`src/rtl/ap_drv_pkg.sv`:
```
// Shared types and default widths for the ap_ctrl_chain traffic driver.
package ap_drv_pkg;

  localparam int DEF_NTXN_W  = 16;
  localparam int DEF_CNT_W   = 32;
  localparam int DEF_MAX_OUT = 4;
  localparam int STALL_W     = 4;

  typedef enum logic [1:0] {
    IDLE  = 2'd0,
    RUN   = 2'd1,
    DRAIN = 2'd2,
    DONE  = 2'd3
  } state_t;

endpackage

```
`src/rtl/ap_drv_ts_fifo.sv`:
```
// Issue-timestamp FIFO: one entry per in-flight transaction, popped in order on completion.
module ap_drv_ts_fifo #(
  parameter int DEPTH = 4,
  parameter int WIDTH = 32
) (
  input  logic             clock,
  input  logic             reset,
  input  logic             clear,
  input  logic             push,
  input  logic [WIDTH-1:0] din,
  input  logic             pop,
  output logic [WIDTH-1:0] dout,
  output logic             full,
  output logic             empty
);

  localparam int AW = $clog2(DEPTH);

  logic [WIDTH-1:0] mem [DEPTH];
  logic [AW-1:0]    wr_ptr;
  logic [AW-1:0]    rd_ptr;
  logic [AW:0]      count;
  logic             do_push;
  logic             do_pop;

  assign full    = (count == (AW+1)'(DEPTH));
  assign empty   = (count == '0);
  assign do_pop  = pop && !empty;
  // A pop frees the slot this cycle, so a push into a full FIFO is legal alongside it.
  assign do_push = push && (!full || do_pop);
  assign dout    = mem[rd_ptr];

  always_ff @(posedge clock) begin
    if (reset || clear) begin
      wr_ptr <= '0;
      rd_ptr <= '0;
      count  <= '0;
    end else begin
      if (do_push) wr_ptr <= wr_ptr + AW'(1);
      if (do_pop)  rd_ptr <= rd_ptr + AW'(1);
      case ({do_push, do_pop})
        2'b10:   count <= count + (AW+1)'(1);
        2'b01:   count <= count - (AW+1)'(1);
        default: ;
      endcase
    end
  end

  always_ff @(posedge clock) begin
    if (do_push) mem[wr_ptr] <= din;
  end

endmodule

```
`src/rtl/ap_ctrl_driver.sv`:
```
// Drives an ap_ctrl_chain DUT for a configured number of transactions and
// measures issue-to-done latency and total run time.
module ap_ctrl_driver
  import ap_drv_pkg::*;
#(
  parameter int NTXN_W  = DEF_NTXN_W,
  parameter int CNT_W   = DEF_CNT_W,
  parameter int MAX_OUT = DEF_MAX_OUT
) (
  input  logic              clock,
  input  logic              reset,
  input  logic              cfg_start,
  input  logic [NTXN_W-1:0] cfg_num_txn,
  input  logic [3:0]        cfg_cont_stall,
  input  logic              dut_ap_ready,
  input  logic              dut_ap_done,
  output logic              ap_start,
  output logic              ap_continue,
  output logic              busy,
  output logic              finish,
  output logic              err,
  output logic [NTXN_W-1:0] txn_issued,
  output logic [NTXN_W-1:0] txn_done,
  output logic [CNT_W-1:0]  last_latency,
  output logic [CNT_W-1:0]  max_latency,
  output logic [CNT_W-1:0]  run_cycles
);

  state_t              state;
  state_t              state_nxt;
  logic [NTXN_W-1:0]   num_txn;
  logic [STALL_W-1:0]  stall_len;
  logic [STALL_W-1:0]  stall_cnt;
  logic [CNT_W-1:0]    ts_head;
  logic [CNT_W-1:0]    lat;
  logic                fifo_full;
  logic                fifo_empty;
  logic                start_ok;
  logic                issue;
  logic                last_issue;
  logic                comp_req;
  logic                comp_ok;
  logic                comp_err;

  assign busy        = (state == RUN) || (state == DRAIN);
  assign finish      = (state == DONE);
  assign ap_continue = (stall_cnt == '0);
  assign ap_start    = (state == RUN) && (txn_issued < num_txn) && !fifo_full;
  assign issue       = ap_start && dut_ap_ready;
  assign last_issue  = issue && (txn_issued + NTXN_W'(1) == num_txn);
  assign start_ok    = cfg_start && ((state == IDLE) || (state == DONE));
  // A done seen outside an active run, or while continue is held low, is not a completion.
  assign comp_req    = busy && dut_ap_done && ap_continue;
  assign comp_ok     = comp_req && !fifo_empty;
  assign comp_err    = comp_req && fifo_empty;
  assign lat         = run_cycles - ts_head;

  ap_drv_ts_fifo #(
    .DEPTH (MAX_OUT),
    .WIDTH (CNT_W)
  ) u_ts_fifo (
    .clock (clock),
    .reset (reset),
    .clear (start_ok),
    .push  (issue),
    .din   (run_cycles),
    .pop   (comp_ok),
    .dout  (ts_head),
    .full  (fifo_full),
    .empty (fifo_empty)
  );

  always_comb begin
    state_nxt = state;
    case (state)
      IDLE, DONE: if (cfg_start) state_nxt = (cfg_num_txn == '0) ? DONE : RUN;
      RUN:        if (last_issue) state_nxt = DRAIN;
      DRAIN:      if (txn_done == num_txn) state_nxt = DONE;
      default:    state_nxt = IDLE;
    endcase
  end

  always_ff @(posedge clock) begin
    if (reset) begin
      state        <= IDLE;
      num_txn      <= '0;
      stall_len    <= '0;
      stall_cnt    <= '0;
      err          <= 1'b0;
      txn_issued   <= '0;
      txn_done     <= '0;
      run_cycles   <= '0;
      last_latency <= '0;
      max_latency  <= '0;
    end else begin
      state <= state_nxt;
      if (start_ok) begin
        num_txn      <= cfg_num_txn;
        stall_len    <= cfg_cont_stall;
        stall_cnt    <= '0;
        err          <= 1'b0;
        txn_issued   <= '0;
        txn_done     <= '0;
        run_cycles   <= '0;
        last_latency <= '0;
        max_latency  <= '0;
      end else begin
        if (busy)  run_cycles <= run_cycles + CNT_W'(1);
        if (issue) txn_issued <= txn_issued + NTXN_W'(1);
        if (comp_ok) begin
          txn_done     <= txn_done + NTXN_W'(1);
          last_latency <= lat;
          if (lat > max_latency) max_latency <= lat;
          stall_cnt    <= stall_len;
        end else if (stall_cnt != '0) begin
          stall_cnt <= stall_cnt - STALL_W'(1);
        end
        if (comp_err) err <= 1'b1;
      end
    end
  end

endmodule

```
`config.mk`:
```
export PLATFORM = sky130hd
export DESIGN_NAME = ap_ctrl_driver
export DESIGN_NICKNAME = d
export VERILOG_FILES = /design/src/rtl/ap_drv_pkg.sv /design/src/rtl/ap_drv_ts_fifo.sv /design/src/rtl/ap_ctrl_driver.sv
export SDC_FILE = /design/constraint.sdc
export NUM_CORES = 1
export LEC_CHECK = 0
export BUFFER_PORTS_ARGS = -buffer_cell sky130_fd_sc_hd__buf_2
export CAP_MARGIN = 20
export CORE_ASPECT_RATIO = 1.2
export CORE_MARGIN = 5
export CORE_UTILIZATION = 45
export CTS_BUF_LIST = sky130_fd_sc_hd__clkbuf_8
export CTS_CLUSTER_DIAMETER = 150
export DETAILED_ROUTE_END_ITERATION = 7
export PLACE_DENSITY_LB_ADDON = 0.15
export SYNTH_ARGS = -nofsm -noshare
export SYNTH_HDL_FRONTEND = slang
export SYNTH_SLANG_ARGS = --single-unit
```
`constraint.sdc`:
```
create_clock -name clock -period 5.6 [get_ports clock]
set_input_delay 0.28 -clock clock [delete_from_list [all_inputs] [get_ports clock]]
set_output_delay 0.28 -clock clock [all_outputs]
set_load 0.02 [all_outputs]
```
==> metrics, run 1 <==
largest net degree at the start of global routing=92; Seq/Total Area, Yosys=47.8%; CP Launch Type=flop; Yosys top cell area share=around a quarter; CTS tree=built; main flop type after synthesis=dfxtp_1; first drt pass iteration count=5; final hold vios=0; Reg2Reg Setup Slack=370 ps; initial antenna violation count=1; post-route ant nets=0; Mean Syn Cell Area=10.2 sq um; period utilization=between 90 and 100%; CTS buffer count=49; path depth of the worst reg2reg path=20; I/O pin count=around 160; CORE AREA=roughly 33000 sq um; clock-pin slew on the worst setup and hold paths=roughly 60 ps; Clock Tree Root=clkbuf_8; Yosys cell types=67; layout cells sized above 1=18.2%; row count=between 70 and 80; Final Skew=between 20 and 30 ps; worst skew pair latency=~590 ps; Routability Congestion=about 0.88; Final Core Density=a little over half; Synth Net Count=~1600; crit path time final=between 5000 and 6000 ps; outcome=finished, final reports clean; CP Max Fanout=29; FF+latch count, synth=about 290; number of global-route vias before repair=between 10000 and 15000; Worst-Margin Slew=approximately 1100 ps; final setup vio count=0; most instantiated cells after synthesis=dfxtp_1, nand2_1, edfxtp_1, nor2_1, a21oi_1; pwr dens=between 300 and 400 nW/um^2; Leak=0.00703 uW; routed vias=~12000; fin nets=1784; Async SR Flop Fraction=0%; Synth area leader=edfxtp_1; Post-Syn Area=approximately 15000 sq um; setup TNS=0 ps; GR Overflow Total=0; Worst setup EP type=flop; hold crit path type=in -> reg; global-route wire length before repair=between 60000 and 70000 microns; RSZ-0062 raised after global routing=false; max cap viols=0; Die ar.=36900 sq um; Post-synth EDFFs=around 130; relative slew slack=28.3%; CTS Buffer Depth=3; Die X=about 180 microns; CP Class=reg -> reg; final wirelength=roughly 40000 microns; CP required=6040 ps; maximum vdd drop=about 200 uV; WL/cell=between 15 and 20 microns; Die Ht=~210 microns; CP endpoint=max_latency[7]; Remaining DRCs=0; Gate Count Post-Synth=1469; Initial Utilization=~45%; diode count=0; drt first-iter violations=between 600 and 700; Worst R2R End=max_latency[7]; clk sinks=roughly 290; vias per inst=about 5.3; count of pins over their slew limit=0; fmax=between 150 and 200 MHz; post-DP HPWL=around 28000 microns; Area Overhead vs Synth=17.6%; CP arrival=approximately 5700 ps; largest cells by area after synthesis=edfxtp_1, dfxtp_1, ha_1, mux4_2, xor2_1; CTS H-tree lvls=2; most frequent cell after synthesis=dfxtp_1; warnings from Yosys=0; IO buf count=around 160; all-layer global routing usage=a little over a fifth
==> worst min path at each step <==
stage,startpoint,endpoint,cells after the start
floorplan,cfg_cont_stall[0],stall_len[0],2
global placement,stall_len[0],stall_cnt[0],2
detailed placement,last_latency[16],last_latency[16],2
CTS,reset,num_txn[7],2
global route,reset,stall_len[3],2
finish,dut_ap_done,err,4
==> report_power, final <==
| group | switching [uW] | internal (uW) |
|---|---|---|
| combinational | 767 | 444 |
| clock | 877 | 1070 |
| sequential | 89.6 | 2330 |
==> layout make-up <==
class                           count  area, sq um
Sequential cell                   292         7130
Clock inverter                     28          146
Clock buffer                       64          881
Multi-Input combinational cell   1014         7220
Fill cell                        2995        15400
Tap cell                          450          563
Inverter                          105          394
Timing Repair Buffer              203         1220
==> per-layer routing <==
layer | share of wire, % | GRT usage [%]
met1 | 42 | 26.5
met2 | 50 | 36.4
met3 | 5.3 | 4.31
met4 | 3.0 | 7.02
met5 | 0 | 0
==> critical path, cell delays in order (launching register included) <==
cell and delay, ps:
dfxtp_2 380, buf_12 190, mux4_2 510, ha_1 210, fa_1 400, nor2b_1 160
o31a_1 210, o21a_1 260, nand3_1 170, a31oi_1 350, a21oi_1 160, xor2_2 240
inv_1 70, ha_1 300, nand4_1 160, nor4_2 350, o31ai_1 220, a21oi_4 190
buf_8 250, mux2i_1 230, nor2_1 50
==> placed cells by master, fill, tap and decap left out, types with 8 or more instances in the layout <==
master         count
dlygate4sd3_1     20
a211oi_1          15
a21oi_1          111
buf_2            157
nand3_1           41
inv_1            121
nor4_1            11
buf_4             23
mux2i_1           26
edfxtp_1         128
nand2_1          150
and4_1            12
o21a_1             8
ha_1              92
o211ai_1          13
or3_1             16
xor2_1            73
dfxtp_1          163
o21ai_0           44
nor2_1           125
xnor2_1           44
and3_1            16
nand2b_1          20
nor2b_1           12
mux4_2            32
and2_1            14
clkinv_2           9
nand4_1           28
a21o_1            17
clkbuf_8          64
nor3_1            15
a31oi_1            9
==> flip-flops by register name, summed over array words and instances (netlist names), 2 cells and up, named ones only <==
register,cells
u_ts_fifo.count,3
stall_len,4
u_ts_fifo.rd_ptr,2
txn_issued,16
last_latency,32
u_ts_fifo.wr_ptr,2
run_cycles,32
state,2
num_txn,16
txn_done,16
u_ts_fifo.mem,128
stall_cnt,4
max_latency,32
==> metrics by stage <==
step	std cells	hold WS, ps	setup WS [ps]	instance area, sq um	power (uW)
2_1_floorplan	1469	416	239	14900	3290
4_1_cts	2154	103	24.1	17500	5640
3_5_place_dp	2042	443	53.9	16300	3660
5_1_grt	2156	140	22.1	17600	5870
6_report	2156	132	370	17600	5570
3_3_place_gp	2042	441	273	16300	3640
==> cells by family (layout without fill, tap and decap cells) <==
group | count (synthesis) | after routing | synth area share, %
compound gates | 257 | 257 | 10.5
simple gates | 484 | 484 | 15.8
fa+ha+maj | 94 | 94 | 7.98
xor+xnor | 118 | 118 | 6.93
buf+inv | 163 | 400 | 4.20
flops | 292 | 292 | 47.8
mux | 61 | 61 | 6.80
==> timing repair <==
item | 4_1_cts | 5_1_grt
hold buffers | 20 | 0
setup endpoints to repair | 0 | 32
gates resized for setup | 0 | 8
buffers inserted | 0 | 1
endpoints found under the hold margin | 20 | 0
Power figures use the tool's default switching activity.
==> run 2: changes to the inputs <==
==> constraint.sdc (replaced) <==
create_clock -name clock -period 5.6 [get_ports clock]
set_input_delay 0.84 -clock clock [delete_from_list [all_inputs] [get_ports clock]]
set_output_delay 0.84 -clock clock [all_outputs]
set_load 0.02 [all_outputs]
==> metrics, run 2 (synthesis gave the netlist of run 1 again) <==
diode count=0; Final Core Density=52.5%; row count=73; period utilization=between 90% and 100%; maximum vdd drop=~200 uV; commonest cells after routing, fill and taps aside=dfxtp_1, buf_2, nand2_1; Placed Cells=slightly above 2000; CORE AREA=~33000 sq um; Final Skew=19.8 ps; outcome=finished, final reports clean; I/O pin count=158; Die ar.=around 37000 sq um; Worst-Margin Slew=roughly 1000 ps; routed vias=approximately 11000; CTS tree=built; post-DP HPWL=~29000 microns; relative slew slack=a little under a third; path depth of the worst reg2reg path=21; fin nets=1766; vias per inst=around 5.3; hold buffers post-CTS=0; Top reg by flops=u_ts_fifo.mem; clk sinks=about 300; layout cells sized above 1=a little under a fifth; CTS Buffer Depth=3; largest net degree at the start of global routing=92; hold crit path type=reg -> reg; drt first-iter violations=706; first drt pass iteration count=5; Die X=~180 microns; hold depth=2; RSZ-0062 raised after global routing=false; all-layer global routing usage=roughly a fifth; CP Launch Type=flop; final wirelength=between 30000 and 40000 microns; setup TNS=0 ps; fmax=191 MHz; final hold vios=0; fillers=a little over 3000; CP required=approximately 6100 ps; WL/cell=around 18 microns; worst skew pair latency=590 ps; final setup vio count=0; crit path time final=5240 ps; post-route ant nets=0; number of global-route vias before repair=~11000; Area Overhead vs Synth=16.0%; Die Ht=~210 microns; most common cell after layout, fill and taps aside=dfxtp_1; CTS buffer count=51; CTS H-tree lvls=2; Clock Tree Root=clkbuf_8; PnR worst setup slack=approximately 360 ps; max cap viols=0; CP arrival=5690 ps; CP Class=reg -> reg; max FFs per register=between 100 and 150; IO buf count=157; pwr dens=316 nW/um^2; Remaining DRCs=0; Worst setup EP type=flop; Post-Layout Cell Count=about 2100; initial antenna violation count=0; Leak=approximately 0.0069 uW; count of pins over their slew limit=0; global-route wire length before repair=around 62000 microns; CP Max Fanout=17; clock-pin slew on the worst setup and hold paths=60 ps; Tot Pwr=between 5000 and 6000 uW; GR Overflow Total=0; Initial Utilization=45.3%; Routability Congestion=approximately 0.9; worst slack, placed=between 100 and 150 ps
-- run 2: changes by cell type in the layout (fill, tap and decap cells not counted), sizes merged --
cell         change
bufinv           -1
clkbuf           -2
clkinv           -3
clkinvlp         +2
dlygate4sd3     -20
inv              +2
-- run 2: cell type report --
class,count,area (sq um),area share (%)
Inverter,105,394,2.28
Timing Repair Buffer,183,1020,5.88
Clock buffer,62,853,4.93
Sequential cell,292,7130,41.2
Tap cell,450,563,3.25
Multi-Input combinational cell,1014,7230,41.8
Clock inverter,28,123,0.708
-- run 2: worst paths after layout --
path	end	slack [ps]	start
hold reg to reg	last_latency[2]	450	last_latency[2]
hold / removal	last_latency[2]	450	last_latency[2]
setup reg to reg	max_latency[31]	360	flop
setup / recovery	max_latency[31]	360	flop
-- run 2: what timing repair did --
| action | CTS | global route |
|---|---|---|
| endpoints found under the setup margin | 0 | 32 |
| resized for setup | 0 | 9 |
| setup buffers | 0 | 2 |
-- run 2: stage by stage --
stage	hold WS, ps	instance area, sq um
2_1_floorplan	432	14900
3_3_place_gp	441	16200
3_5_place_dp	444	16200
4_1_cts	452	17200
5_1_grt	465	17300
6_report	449	17300
-- run 2: per-layer routing --
metal,vias to the layer above,GRT usage [%],wire [microns]
li1,5578,-,-
met1,5502,26.0,16500
met2,264,36.9,19800
met3,62,4.27,2080
met4,0,6.46,970
met5,-,0,0
-- run 2: report_power, final --
group / internal, uW / total (uW) / switching [uW]
Clock: 995 / 1850 / 860
Combinational: 437 / 1200 / 764
Sequential: 2330 / 2420 / 88.3
Total: 3760 / 5470 / 1710
-- run 2: worst max-delay path, cell delays in order (launching register included) --
cell      delay, ps
dfxtp_2         380
buf_12          190
mux4_2          510
ha_1            220
fa_1            410
nor2b_1         160
o31a_1          210
o21a_1          240
nand3_1         190
a31oi_2         280
a21oi_1         120
xor2_1          300
inv_1            90
ha_1            190
a211oi_1        260
o21bai_1        120
a31oi_1         170
o21ai_0         140
a21oi_2         230
a21oi_4         100
buf_4           230
o311ai_0        360
==> run 3: changes to the inputs <==
--- a/config.mk
+++ b/config.mk
@@ -9,7 +9,7 @@
 export CAP_MARGIN = 20
 export CORE_ASPECT_RATIO = 1.2
 export CORE_MARGIN = 5
-export CORE_UTILIZATION = 45
+export CORE_UTILIZATION = 55
 export CTS_BUF_LIST = sky130_fd_sc_hd__clkbuf_8
 export CTS_CLUSTER_DIAMETER = 150
 export DETAILED_ROUTE_END_ITERATION = 7
==> metrics, run 3 (synthesis gave the netlist of run 1 again) <==
CP required=roughly 6000 ps; row count=between 60 and 70; relative slew slack=roughly 32%; largest net degree at the start of global routing=86; Tot Pwr=between 5000 and 6000 uW; count of pins over their slew limit=0; post-DP HPWL=roughly 28000 microns; max cap viols=0; Leak=between 0.006 and 0.007 uW; CP arrival=5610 ps; Initial Utilization=between 50 and 60%; maximum vdd drop=252 uV; Placed Area=~16000 sq um; part of the power in registers=a little over two fifths; Final Skew=between 30 and 40 ps; clock-pin slew on the worst setup and hold paths=~60 ps; Routability Congestion=between 0.9 and 1; Comb power frac=20.8%; most common cell after layout, fill and taps aside=dfxtp_1; RSZ-0062 raised after global routing=false; vias per inst=between 5 and 6; IO buf count=157; CP Max Fanout=23; CP Launch Type=flop; clk sinks=292; fin nets=~1800; Worst path max stage delay=490 ps; Reg2Reg Setup Slack=slightly below 400 ps; switching power=about 1700 uW; Worst-Margin Slew=approximately 1000 ps; hold depth=2; PnR worst setup slack=a little under 400 ps; hold crit path type=reg -> reg; CTS Buffer Depth=3; CP Class=reg -> reg; fillers=about 2200; final wirelength=about 38000 microns; Switching Fraction=a little under 30%; Clock Tree Root=clkbuf_8; GR Overflow Total=0; crit path time final=approximately 5200 ps; Worst setup EP type=flop; fmax=approximately 190 MHz; Top Metal Used=met4; CTS H-tree lvls=2; global-route wire length before repair=60200 microns; M1 wire length=approximately 16000 microns; Buf/Inv on CP=3; worst slack, placed=138 ps; final hold vios=0; Die X=about 160 microns; Top reg by flops=u_ts_fifo.mem; met2 wire len=19100 microns; Die Ht=around 190 microns; Hold Path Sink=last_latency[30]; routed vias=about 11000; initial antenna violation count=0; worst skew pair latency=570 ps; commonest cells after routing, fill and taps aside=dfxtp_1, buf_2, nand2_1; max FFs per register=~130; area of the multi-input gates=a little over 7000 sq um; layout cells sized above 1=18.5%; CORE AREA=between 20000 and 30000 sq um; final setup vio count=0; drt first-iter violations=around 730; setup TNS=0 ps; post-route cell area=17300 sq um; period utilization=93.0%; outcome=finished, final reports clean; path depth of the worst reg2reg path=19; CP Cell Sequence=buf_4 -> mux4_2 -> inv_1 -> ha_1 -> a21oi_1 -> o21ai_0 -> a31o_2 -> a21oi_1 -> o211ai_1 -> nor4b_1 -> or3_1 -> ha_1 -> nand4_1 -> nor4_2 -> o31ai_2 -> a21oi_4 -> buf_4 -> mux2i_1 -> nor2_1; diode count=0; post-route ant nets=0; Worst R2R End=max_latency[11]; CTS buffer count=47; CP delay by family, top=compound AO/OA/AOI/OAI gates; number of global-route vias before repair=approximately 11000; pwr dens=~330 nW/um^2; met3 wire length=roughly 2100 microns; Final Core Density=between 60 and 70%; Remaining DRCs=0; first drt pass iteration count=5; Pint=approximately 4000 uW; Reg area=between 7000 and 8000 sq um; all-layer global routing usage=24.7%; Clk pwr share=between 30% and 40%; Area Overhead vs Synth=15.9%; CTS tree=built; Worst path slowest cell=mux4_2; WL/cell=about 19 microns; Die ar.=about 31000 sq um; I/O pin count=~160; hold_sp=last_latency[30]
==> run 3: changes by cell type in the layout (fill, tap and decap cells not counted), moves of 2 or more <==
cell	previous run	this run
buf_4	23	26
bufinv_16	0	7
clkbuf_8	62	60
clkinv_1	2	4
clkinv_2	5	3
clkinvlp_4	3	1
inv_1	123	111
==> run 3: worst max-delay path by stage <==
stage | from | endpoint | slack (ps) | cells past startpoint
4_1_cts | flop | max_latency[31] | 100 | 20
6_report | flop | max_latency[11] | 390 | 19
3_5_place_dp | flop | max_latency[31] | 140 | 20
2_1_floorplan | flop | max_latency[10] | 240 | 20
5_1_grt | flop | max_latency[9] | 90 | 19
3_3_place_gp | flop | max_latency[31] | 220 | 21
==> run 3: layer usage <==
metal	track usage (%)	vias to the layer above
met1	30.6	5440
li1	-	5589
met2	43.6	300
met3	4.52	56
met4	8.24	0
met5	0	-
==> run 3: power by group through the flow <==
stage	clock network [uW]	logic [uW]	registers [uW]
floorplan	0	846	2450
global placement	0	1170	2450
detailed placement	0	1190	2460
CTS	2170	1200	2410
global route	2270	1320	2420
finish	2120	1190	2410
==> run 3: per-stage QoR <==
stage / hold slack (ps) / cells
floorplan: 432 / 1469
global placement: 439 / 1934
detailed placement: 443 / 1934
CTS: 452 / 2015
global route: 467 / 2018
finish: 447 / 2018
==> run 3: final cells by class <==
| class | count | area share (%) |
|---|---|---|
| clock buffers | 60 | 4.78 |
| multi-input cells | 1014 | 41.7 |
| inverters | 105 | 2.28 |
| well taps | 340 | 2.46 |
| repair buffers | 186 | 5.97 |
| clock inverters | 21 | 1.56 |
| flip-flops and latches | 292 | 41.2 |
==> run 3: repair_timing <==
| item | 4_1_cts | 5_1_grt |
|---|---|---|
| hold buffers | 0 | 0 |
| gates resized for setup | 0 | 8 |
| endpoints found under the setup margin | 0 | 32 |
| setup buffers | 0 | 3 |
==> run 3: worst reg2reg max path: cells and delay by family, from the launching register on <==
| kind | cells | cell delay, ps |
|---|---|---|
| compound gates | 7 | 1500 |
| simple gates | 5 | 1220 |
| mux | 2 | 720 |
| fa+ha+maj | 2 | 610 |
| buf+inv | 3 | 560 |
| flops | 1 | 430 |
